`src/rtl/hs_responder_fifo.sv`:
```
// Four-phase handshake responder feeding a first-word-fall-through FIFO; ack_out rises 3 edges after req_in.
// A full FIFO stalls the acknowledge until a pop frees an entry.
module hs_responder_fifo #(
    parameter int DATA_W = 16,
    parameter int DEPTH  = 4
) (
    input  logic                     clk,
    input  logic                     reset,
    input  logic                     req_in,
    input  logic [DATA_W-1:0]        data_in,
    output logic                     ack_out,
    output logic                     out_valid,
    output logic [DATA_W-1:0]        out_data,
    input  logic                     out_ready,
    output logic [$clog2(DEPTH):0]   count,
    output logic                     proto_err
);

    localparam int AW = $clog2(DEPTH);
    localparam int CW = AW + 1;

    typedef enum logic {IDLE, ACKED} state_t;

    state_t             state;
    state_t             state_nxt;
    logic               req_meta;
    logic               req_s;
    logic               req_s_q;
    logic [AW-1:0]      wr_ptr;
    logic [AW-1:0]      rd_ptr;
    logic [DATA_W-1:0]  mem [DEPTH];
    logic               full;
    logic               push;
    logic               pop;
    logic               withdraw;

    always_ff @(posedge clk or posedge reset) begin
        if (reset) begin
            req_meta <= 1'b0;
            req_s    <= 1'b0;
            req_s_q  <= 1'b0;
        end else begin
            req_meta <= req_in;
            req_s    <= req_meta;
            req_s_q  <= req_s;
        end
    end

    always_ff @(posedge clk or posedge reset) begin
        if (reset) state <= IDLE;
        else       state <= state_nxt;
    end

    always_comb begin
        state_nxt = state;
        push      = 1'b0;
        case (state)
            IDLE: begin
                if (req_s && !full) begin
                    push      = 1'b1;
                    state_nxt = ACKED;
                end
            end
            ACKED: begin
                if (!req_s) state_nxt = IDLE;
            end
            default: state_nxt = IDLE;
        endcase
    end

    assign ack_out   = (state == ACKED);
    assign full      = (count == CW'(DEPTH));
    assign out_valid = (count != '0);
    assign out_data  = mem[rd_ptr];
    assign pop       = out_valid & out_ready;
    // Request dropped while still waiting in IDLE: the initiator gave up without an ack.
    assign withdraw  = (state == IDLE) && req_s_q && !req_s;

    always_ff @(posedge clk) begin
        if (push) mem[wr_ptr] <= data_in;
    end

    always_ff @(posedge clk or posedge reset) begin
        if (reset) begin
            wr_ptr    <= '0;
            rd_ptr    <= '0;
            count     <= '0;
            proto_err <= 1'b0;
        end else begin
            if (push) wr_ptr <= wr_ptr + AW'(1);
            if (pop)  rd_ptr <= rd_ptr + AW'(1);
            case ({push, pop})
                2'b10:   count <= count + CW'(1);
                2'b01:   count <= count - CW'(1);
                default: count <= count;
            endcase
            if (withdraw) proto_err <= 1'b1;
        end
    end

endmodule

```
`config.mk`:
```
export PLATFORM = sky130hd
export DESIGN_NAME = hs_responder_fifo
export DESIGN_NICKNAME = d
export VERILOG_FILES = /design/src/rtl/hs_responder_fifo.sv
export SDC_FILE = /design/constraint.sdc
export NUM_CORES = 1
export LEC_CHECK = 0
export CAP_MARGIN = 40
export CELL_PAD_IN_SITES_DETAIL_PLACEMENT = 0
export CELL_PAD_IN_SITES_GLOBAL_PLACEMENT = 1
export CORE_MARGIN = 2
export CORE_UTILIZATION = 50
export CTS_CLUSTER_SIZE = 8
export DETAILED_ROUTE_END_ITERATION = 6
export GPL_TIMING_DRIVEN = 0
export HOLD_SLACK_MARGIN = 0.06
export PLACE_DENSITY = 0.84
export SETUP_SLACK_MARGIN = 0.3
export SYNTH_ARGS = -nofsm -noshare
export SYNTH_HDL_FRONTEND = slang
export SYNTH_SLANG_ARGS = --single-unit
```
`constraint.sdc`:
```
create_clock -name clk -period 6 [get_ports clk]
set_input_delay 0.6 -clock clk [delete_from_list [all_inputs] [get_ports clk]]
set_output_delay 0.6 -clock clk [all_outputs]
set_load 0.01 [all_outputs]
```
* Word-level counts from Yosys, hierarchy flattened
Memory sizes are Yosys's and may differ from the RTL's.
Cells that the tools add are included.
** Storage, ports and cells
- Register bits after elaboration :: 12
- Bits in latches :: 0
- Memory bits (writable) :: 64
- Memory bits (read-only) :: 0
- Logic and storage cells :: 32
- Memories :: 1
** Cells by class
- Add/sub/neg operators :: 4
- $mul :: 0
- Div/mod/pow operators :: 0
- Order comparisons :: 0
- Eq/ne operators :: 3
- Shifts and indexed selects :: 0
- Multiplexer cells :: 7
- Bitwise operators :: 2
- Reductions and logical operators :: 7
** Memory list
- mem :: words 4, width 16, read ports 1, clocked after memory_dff 0, write ports 1, line 31 : logic [DATA_W-1:0] mem [DEPTH];
** Operator list (count)
- $pmux W3 S2 :: 1
- $mux W1 :: 5
- $add A2 B1 Y2 const B :: 2
- $add A3 B1 Y3 const B :: 1
- $eq A3 B3 Y1 const B :: 1
- $logic_and A1 B1 Y1 :: 3
- $reduce_bool A3 Y1 :: 1
- $sub A3 B1 Y3 const B :: 1
- $eq A2 B1 Y1 const B :: 1
- $eq A2 B2 Y1 const B :: 1
- $logic_not A1 Y1 :: 2
- $pmux W1 S2 :: 1
- $reduce_bool A2 Y1 :: 1
- $and A1 B1 Y1 :: 1
- $not A1 Y1 :: 1

* Logic depth before layout (Yosys ltp)
Gate-level depths: netlist (run 1).
- Depth in word-level cells :: 7
- Mapped depth :: 10

* Worst setup path before layout (run 1)
OpenSTA, ideal clock, no wires.
- Path type :: register to register
- From :: reg count[0]
- To :: reg count[2]
- Arrival :: 2132 ps
- Setup slack :: 3788 ps
- Stages on the path, launching flop included :: 11
- Clock period less this slack :: 2212 ps
- Cells stage by stage :: dfrtp_1 -> or3b_1 -> and3b_1 -> buf_6 -> inv_1 -> ha_1 -> inv_1 -> fa_1 -> xor2_1 -> nor2_1 -> xor2_1
** Between the ends
- Longest elaborated chain between the ends :: 7
- Elaborated cells on any way between the ends :: 13
- Classes of those cells :: 2 x add/sub; 3 x eq/ne; 3 x mux; 1 x bitwise; 4 x reduce/logical
** Ends and longest elaborated chain
- start: declaration :: line 15 : output logic [$clog2(DEPTH):0] count,
- start signal: assignment :: line 93 : 2'b10: count <= count + CW'(1);
- start signal: assignment :: line 94 : 2'b01: count <= count - CW'(1);
- start signal: assignment :: line 95 : default: count <= count;
- $eq A3 B3 Y1 :: line 72 : assign full = (count == CW'(DEPTH));
- $logic_not A1 Y1 :: line 59 : if (req_s && !full) begin
- $logic_and A1 B1 Y1 :: line 59
- $mux W1 :: line 59
- $mux W1 :: line 57 : case (state)
- $eq A2 B1 Y1 / $eq A2 B2 Y1 (equally long branches) :: line 92 : case ({push, pop})
- $pmux W3 S2 / $reduce_bool A2 Y1 (equally long branches)
Several ways; a longest one is shown, not always the timed one.
A chain may end at the register's enable or synchronous reset.

* Worst setup path after layout (run 1)
- From :: reg rd_ptr[1]
- To :: out out_data[12]
** Between the ends
- Longest elaborated chain between the ends :: 1
** Ends and longest elaborated chain
- start: declaration :: line 30 : logic [AW-1:0] rd_ptr;
- start signal: assignment :: line 91 : if (pop) rd_ptr <= rd_ptr + AW'(1);
- $mem_v2 Z4 W16
- end: declaration :: line 13 : output logic [DATA_W-1:0] out_data,
No other way between the ends.

==> results of run 1 <==
## path summary, 6_finish.rpt
| kind | startpoint | endpoint | slack (ns) | cells past startpoint |
|---|---|---|---|---|
| worst max register to register | count[0] | count[2] | 3.66 | 10 |
| worst min register to register | req_meta | req_s | 0.35 | 0 |
| min in group asynchronous | reset | count[2] | 0.57 | 2 |
| worst max-delay path | rd_ptr[1] | out_data[12] | 3.12 | 4 |
| worst min-delay path | req_meta | req_s | 0.35 | 0 |
| max in group asynchronous | reset | ack_out | 5.12 | 2 |
## synthesized netlist by cell type (all sizes together)
master  instances  area share (%)
xnor2           3            0.91
nor2            2            0.26
clkbuf          1            0.13
inv             7            0.91
or3b            1            0.30
a21o            1            0.26
buf             4             1.0
nand2           1            0.13
o31a            1            0.35
o21a            1            0.26
or3             1            0.26
ha              5             2.2
mux4           16              12
mux2i           1            0.35
and3b           1            0.30
and2            4             1.0
dfrtp          12              10
fa              1            0.69
xor2            3            0.91
mux2            1            0.52
edfxtp         64              66
## worst max-delay path: stages (launching register included)
cell,delay [ns]
dfrtp_1,0.32
clkbuf_1,0.40
buf_2,0.37
mux4_2,0.36
clkdlybuf4s50_1,0.50
## metal layers
metal | part of all wire, % | up-vias | routed length, um | global-route usage [%]
met2 | 54 | 33 | 2410 | 27.6
met3 | 4.1 | 8 | 185 | 3.85
met4 | 2.2 | 0 | 100 | 9.66
met1 | 40 | 688 | 1810 | 18.3
met5 | 0 | - | 0 | 0
li1 | - | 616 | - | -
## flip-flops by register name (all words and copies together) (netlist names)
name / count
ack_out: 1
wr_ptr: 2
proto_err: 1
rd_ptr: 2
req_s_q: 1
count: 3
req_meta: 1
mem: 64
req_s: 1
## report_power, final
part | leakage, nW | internal, mW | switching, mW
clock | 0.0887 | 0.193 | 0.160
combinational | 0.433 | 0.309 | 0.239
sequential | 0.718 | 0.659 | 0.0354
total | 1.24 | 1.16 | 0.434
## area by class of cell
cell class | count | area, um2 | share of cell area (%)
repair buffers | 41 | 410 | 11.5
clock inverters | 2 | 35.0 | 0.981
well taps | 72 | 90.1 | 2.52
clock buffers | 14 | 143 | 4.00
plain buffers | 5 | 32.5 | 0.911
flip-flops and latches | 76 | 2220 | 62.3
multi-input cells | 43 | 611 | 17.1
inverters | 7 | 26.3 | 0.736
## logic make-up (layout without fill, tap and decap cells)
logic type               count (synthesis)  in the layout  synth area share, %
AO/OA/AOI/OAI                            3              3                0.866
XOR/XNOR                                 6              6                 1.82
adder cells (fa/ha/maj)                  6              6                 2.86
buffers and inverters                   12             69                 2.03
flip-flops                              76             76                 76.8
multiplexers                            18             18                 13.3
AND/OR/NAND/NOR                         10             10                 2.25
## metrics by stage
stage          setup slack (ns)  std cells  cell area, um2  total power, mW  hold WS (ns)
2_1_floorplan              3.79        131            2890             1.02         0.331
3_3_place_gp               3.44        244            3390             1.24         0.337
3_5_place_dp               3.42        244            3390             1.26         0.343
4_1_cts                    3.05        260            3570             1.62         0.354
5_1_grt                    2.96        260            3570             1.67         0.383
6_report                   3.12        260            3570             1.59         0.350
## placed cells by master, fill, tap and decap left out
cell type and count:
and3b_1 1, buf_4 1, or3_2 1, ha_1 5, xor2_1 3, buf_6 1
nor2_1 2, mux2_4 1, clkbuf_1 6, buf_2 2, dfrtp_1 12, o31a_2 1
and2_1 1, clkinv_2 1, mux2i_1 1, or3b_1 1, nand2_1 1, edfxtp_1 64
bufinv_16 1, inv_1 7, a21o_1 1, clkbuf_8 9, clkdlybuf4s50_1 41, fa_1 1
mux4_2 16, xnor2_1 3, o21a_1 1, and2_2 3
==> summary.md, run 1 <==
| Metric | Value |
|---|---|
| Status | finished clean |
| Post-DP HPWL | 3010 um |
| # IOs | between 40 and 50 |
| Period utilization | 48.0% |
| Largest net degree at the start of global routing | 17 |
| Max_slew headroom | 43.9% |
| Synth warnings | 0 |
| N_diodes | 0 |
| Root Buffer | clkbuf_8 |
| Worst Tran Pin Value | 0.842 ns |
| Post-synth cell types | 24 |
| Routed wire length | about 4500 um |
| Die area | around 6400 um2 |
| Fraction of layout cells with a size suffix above 1 | between 10% and 20% |
| Synth Area per Inst | 22.1 um2 |
| Seq cells post-synth | 76 |
| Final slew viol count | 0 |
| Post-route DRC violation count | 0 |
| Antenna-violating nets left | 0 |
| Crit start category | flip-flop |
| Clk sink count | between 70 and 80 |
| Num rows | 27 |
| Area added between synthesis and finish | 23.5% |
| Setup repair after global routing missed its margin | no |
| Worst vdd ir | roughly 0.3 mV |
| Port Buffers | 41 |
| Core Box Area | about 5500 um2 |
| Num CTS Buffers | 9 |
| Clock skew | approximately 0.0063 ns |
| Initial antenna violation count | 0 |
| Post-Syn Area | approximately 2900 um2 |
| Post-Syn Instances | around 130 |
| Power Density | around 450 nW/um2 |
| Sequential fraction of the synthesis area | roughly 77% |
| CTS tree | done |
| Syn Nets | between 150 and 200 |
| Vias in the first global route | between 1000 and 1500 |
| Setup TNS | 0 ns |
| Die span in y | 80.0 um |
| Crit path kind | flip-flop to output pin |
| H-tree levels | 3 |
| First-pass detailed-route iteration total | 4 |
| Cts hold-fix bufs | 0 |
| Finish-stage setup viols | 0 |
| Leakage | approximately 1.2 nW |
| Final hold violation count | 0 |
| Nets | about 210 |
| CP Data Required Time | ~5.4 ns |
| CTS Buffer Depth | 2 |
| # resized after CTS | 0 |
| Overflow left after global routing | 0 |
| Clock transition at the registers of the reported paths | 0.07 ns |
| Min-Delay Path Class | flip-flop to flip-flop |
| Top fanout value on the critical path | 10 |
| Postcts setup bufs | 0 |
| Minimum clock period | slightly below 3 ns |
| First-pass GRT wire length | between 7000 and 8000 um |
| Initial Util | 52.2% |
| Via count | between 1000 and 1500 |
| Max_cap viols | 0 |
| CP Capture Type | output pin |
| WP data arrival | roughly 2.3 ns |
| Drt initial violations | slightly above 70 |
| Fmax | roughly 0.35 GHz |
| Final Util | 64.4% |
| Final Wtd Congestion | between 0.6 and 0.7 |
| DR vias/cell | 5.17 |
| Wire per inst | between 15 and 20 um |
| Worst skew pair latency | 0.33 ns |
| Filler Cell Count | 397 |
| Die X-Extent | roughly 80 um |
| Tot GR Track Use | around 16% |
Note: power is estimated with default switching activity, not from simulation.
==> run 2: changes to the inputs <==
Settings changed: CORE_UTILIZATION 50 to 42, PLACE_DENSITY 0.84 to 0.75.
Clock period 6 ns to 2.45 ns, I/O delays scaled along.
==> summary.md, run 2 (synthesized netlist as in run 1, its figures left out) <==
| Metric | Value |
|---|---|
| # IOs | 42 (unchanged) |
| Filler Cell Count | 507 (+28%) |
| Reg-to-reg slack, setup | 0.26 ns (-3.40 ns) |
| Routed wire length | 4740 um (+5.1%) |
| Worst R2R Path Depth | 10 (unchanged) |
| Vias in the first global route | 1532 (+2.3%) |
| Net Sw Power | 1.14 mW (+160%) |
| Final hold violation count | 0 (unchanged) |
| Root Buffer | clkbuf_8 |
| Core Box Area | 6720 um2 (+21%) |
| N_diodes | 0 (unchanged) |
| Critical path destination | count[2] |
| H-tree levels | 3 (unchanged) |
| Fraction of layout cells with a size suffix above 1 | 29.8% (+10 points) |
| Final slew viol count | 0 (unchanged) |
| Overflow left after global routing | 0 (unchanged) |
| Design Power | 4.19 mW (+160%) |
| Minimum clock period | between 2 and 2.5 ns |
| Area added between synthesis and finish | 30.3% |
| Leakage | 1.39 nW (+12%) |
| Crit start category | flip-flop |
| Port Buffers | 41 (unchanged) |
| Worst vdd ir | 0.577 mV (+98%) |
| Final Wtd Congestion | 0.681 (-2.4%) |
| Clock skew | 0.0109 ns (+0.00461 ns) |
| Int Pwr | 3.06 mW (+160%) |
| Finish-stage setup viols | 0 (unchanged) |
| Initial antenna violation count | 0 (unchanged) |
| Fmax | roughly 0.46 GHz |
| Largest register FFs | 64 (unchanged) |
| Initial Util | 43.0% (-9.2 points) |
| Clk sink count | 76 (unchanged) |
| Die X-Extent | 87.0 um (+8.7%) |
| CP Data Required Time | 2.67 ns (-2.73 ns) |
| Setup repair after global routing missed its margin | yes |
| DR vias/cell | 4.95 (-4.3%) |
| Logic pwr share | 36.3% (+2.0 points) |
| Post-DP HPWL | 3030 um (+0.56%) |
| CTS Buffer Depth | 2 (unchanged) |
| Via count | 1376 (+2.3%) |
| Tot GR Track Use | 13.5% (-2.6 points) |
| CTS tree | done |
| First-pass GRT wire length | 7350 um (-0.19%) |
| Min-Delay Path Class | primary input to async pin |
| Reg-to-reg critical path startpoint | count[0] |
| Num CTS Buffers | 9 (unchanged) |
| Drt initial violations | 45 (-37%) |
| Max_slew headroom | 67.9% (+24 points) |
| Clock power frac | 23.5% (+1.4 points) |
| Reg power frac | 40.2% (-3.3 points) |
| Power Density | 1110 nW/um2 (+150%) |
| Die area | 7560 um2 (+18%) |
| Setup TNS | 0 ns (unchanged) |
| Die span in y | 87.0 um (+8.7%) |
| Biggest register | mem |
| Period utilization | approximately 89% |
| Worst setup path start | count[0] |
| Worst R2R End | count[2] |
| Worst skew pair latency | 0.33 ns (about the same) |
| Sw Ratio | 27.1% (-0.095 points) |
| Clock transition at the registers of the reported paths | 0.08 ns (about the same) |
| First-pass detailed-route iteration total | 4 (unchanged) |
| Num rows | 30 (+11%) |
| Most frequent cells in the layout | edfxtp_1 (64), clkdlybuf4s50_1 (27), mux4_2 (16) |
| Nets | 219 (+4.8%) |
| Largest net degree at the start of global routing | 17 (unchanged) |
| CP Capture Type | flip-flop |
| Wire per inst | 17.0 um (-1.7%) |
| Worst Tran Pin Value | 0.481 ns (-0.361 ns) |
| Crit path kind | flip-flop to flip-flop |
| WP data arrival | 2.41 ns (+0.13 ns) |
| Antenna-violating nets left | 0 (unchanged) |
| Status | finished clean |
| Top fanout value on the critical path | 2 (-8) |
| Max_cap viols | 0 (unchanged) |
| Most common cell after layout, fill and taps aside | edfxtp_1 |
| Largest registers | mem: 64 flops, count: 3 flops |
| Post-route DRC violation count | 0 (unchanged) |
## run 2: changes by cell type in the layout (fill, tap and decap cells not counted), sizes merged
cell,delta
buf,+10
clkdlybuf4s50,-14
dlymetal6s2s,+6
clkbuf,-3
bufinv,+1
clkinv,+2
dlygate4sd2,+8
## run 2: timing repair
item | in CTS | in global routing
hold buffers | 0 | 0
pin swaps | 6 | 0
endpoints found under the setup margin | 17 | 15
hold endpoints to repair | 0 | 0
setup buffers | 5 | 4
gates resized for setup | 19 | 9
## run 2: critical path, cell delays in order, from the launching register on
cell,delay [ns]
dfrtp_2,0.42
or3b_4,0.40
and3b_1,0.18
buf_6,0.12
inv_4,0.05
ha_4,0.13
inv_2,0.03
fa_2,0.35
xor2_2,0.19
nor2_2,0.05
xor2_1,0.15
## run 2: metal layers
layer | routed length [um] | part of all wire, % | GRT usage (%)
met3 | 198 | 4.2 | 3.60
met1 | 1940 | 41 | 15.1
met4 | 44 | 0.93 | 6.82
met5 | 0 | 0 | 0
met2 | 2560 | 54 | 23.7
## run 2: power groups by stage
stage / clock (mW) / combinational [mW] / sequential [mW]
floorplan: 0 / 0.801 / 1.71
global placement: 0 / 1.35 / 1.71
detailed placement: 0 / 1.40 / 1.72
CTS: 1.01 / 1.48 / 1.68
global route: 1.07 / 1.64 / 1.70
finish: 0.987 / 1.52 / 1.68
## run 2: final cells by class
cell class,instances,area (um2),area share [%]
plain buffers,5,70.1,1.86
clock buffers,11,131,3.49
multi-input cells,43,638,16.9
repair buffers,51,498,13.2
flip-flops and latches,76,2220,59.0
well taps,80,100,2.66
clock inverters,5,78.8,2.09
inverters,7,28.8,0.764
## run 2: per-stage QoR
stage	setup slack (ns)	area (um2)	std cells	hold slack (ns)	utilization [%]
global route	0.193	3770	278	0.288	56.1
finish	0.260	3770	278	0.243	56.1
floorplan	0.307	2910	131	0.110	-
CTS	0.261	3710	274	0.247	55.2
global placement	0.250	3420	252	0.337	50.9
detailed placement	0.180	3440	253	0.350	51.1
## run 2: how the worst min path moves through the flow
stage,from,end,slack (ns),depth (start not counted)
finish,reset,rd_ptr[0],0.24,2
global route,reset,count[2],0.29,2
CTS,reset,count[1],0.25,2
detailed placement,req_meta,req_s,0.35,0
global placement,req_meta,req_s,0.34,0
floorplan,reset,ack_out,0.11,1
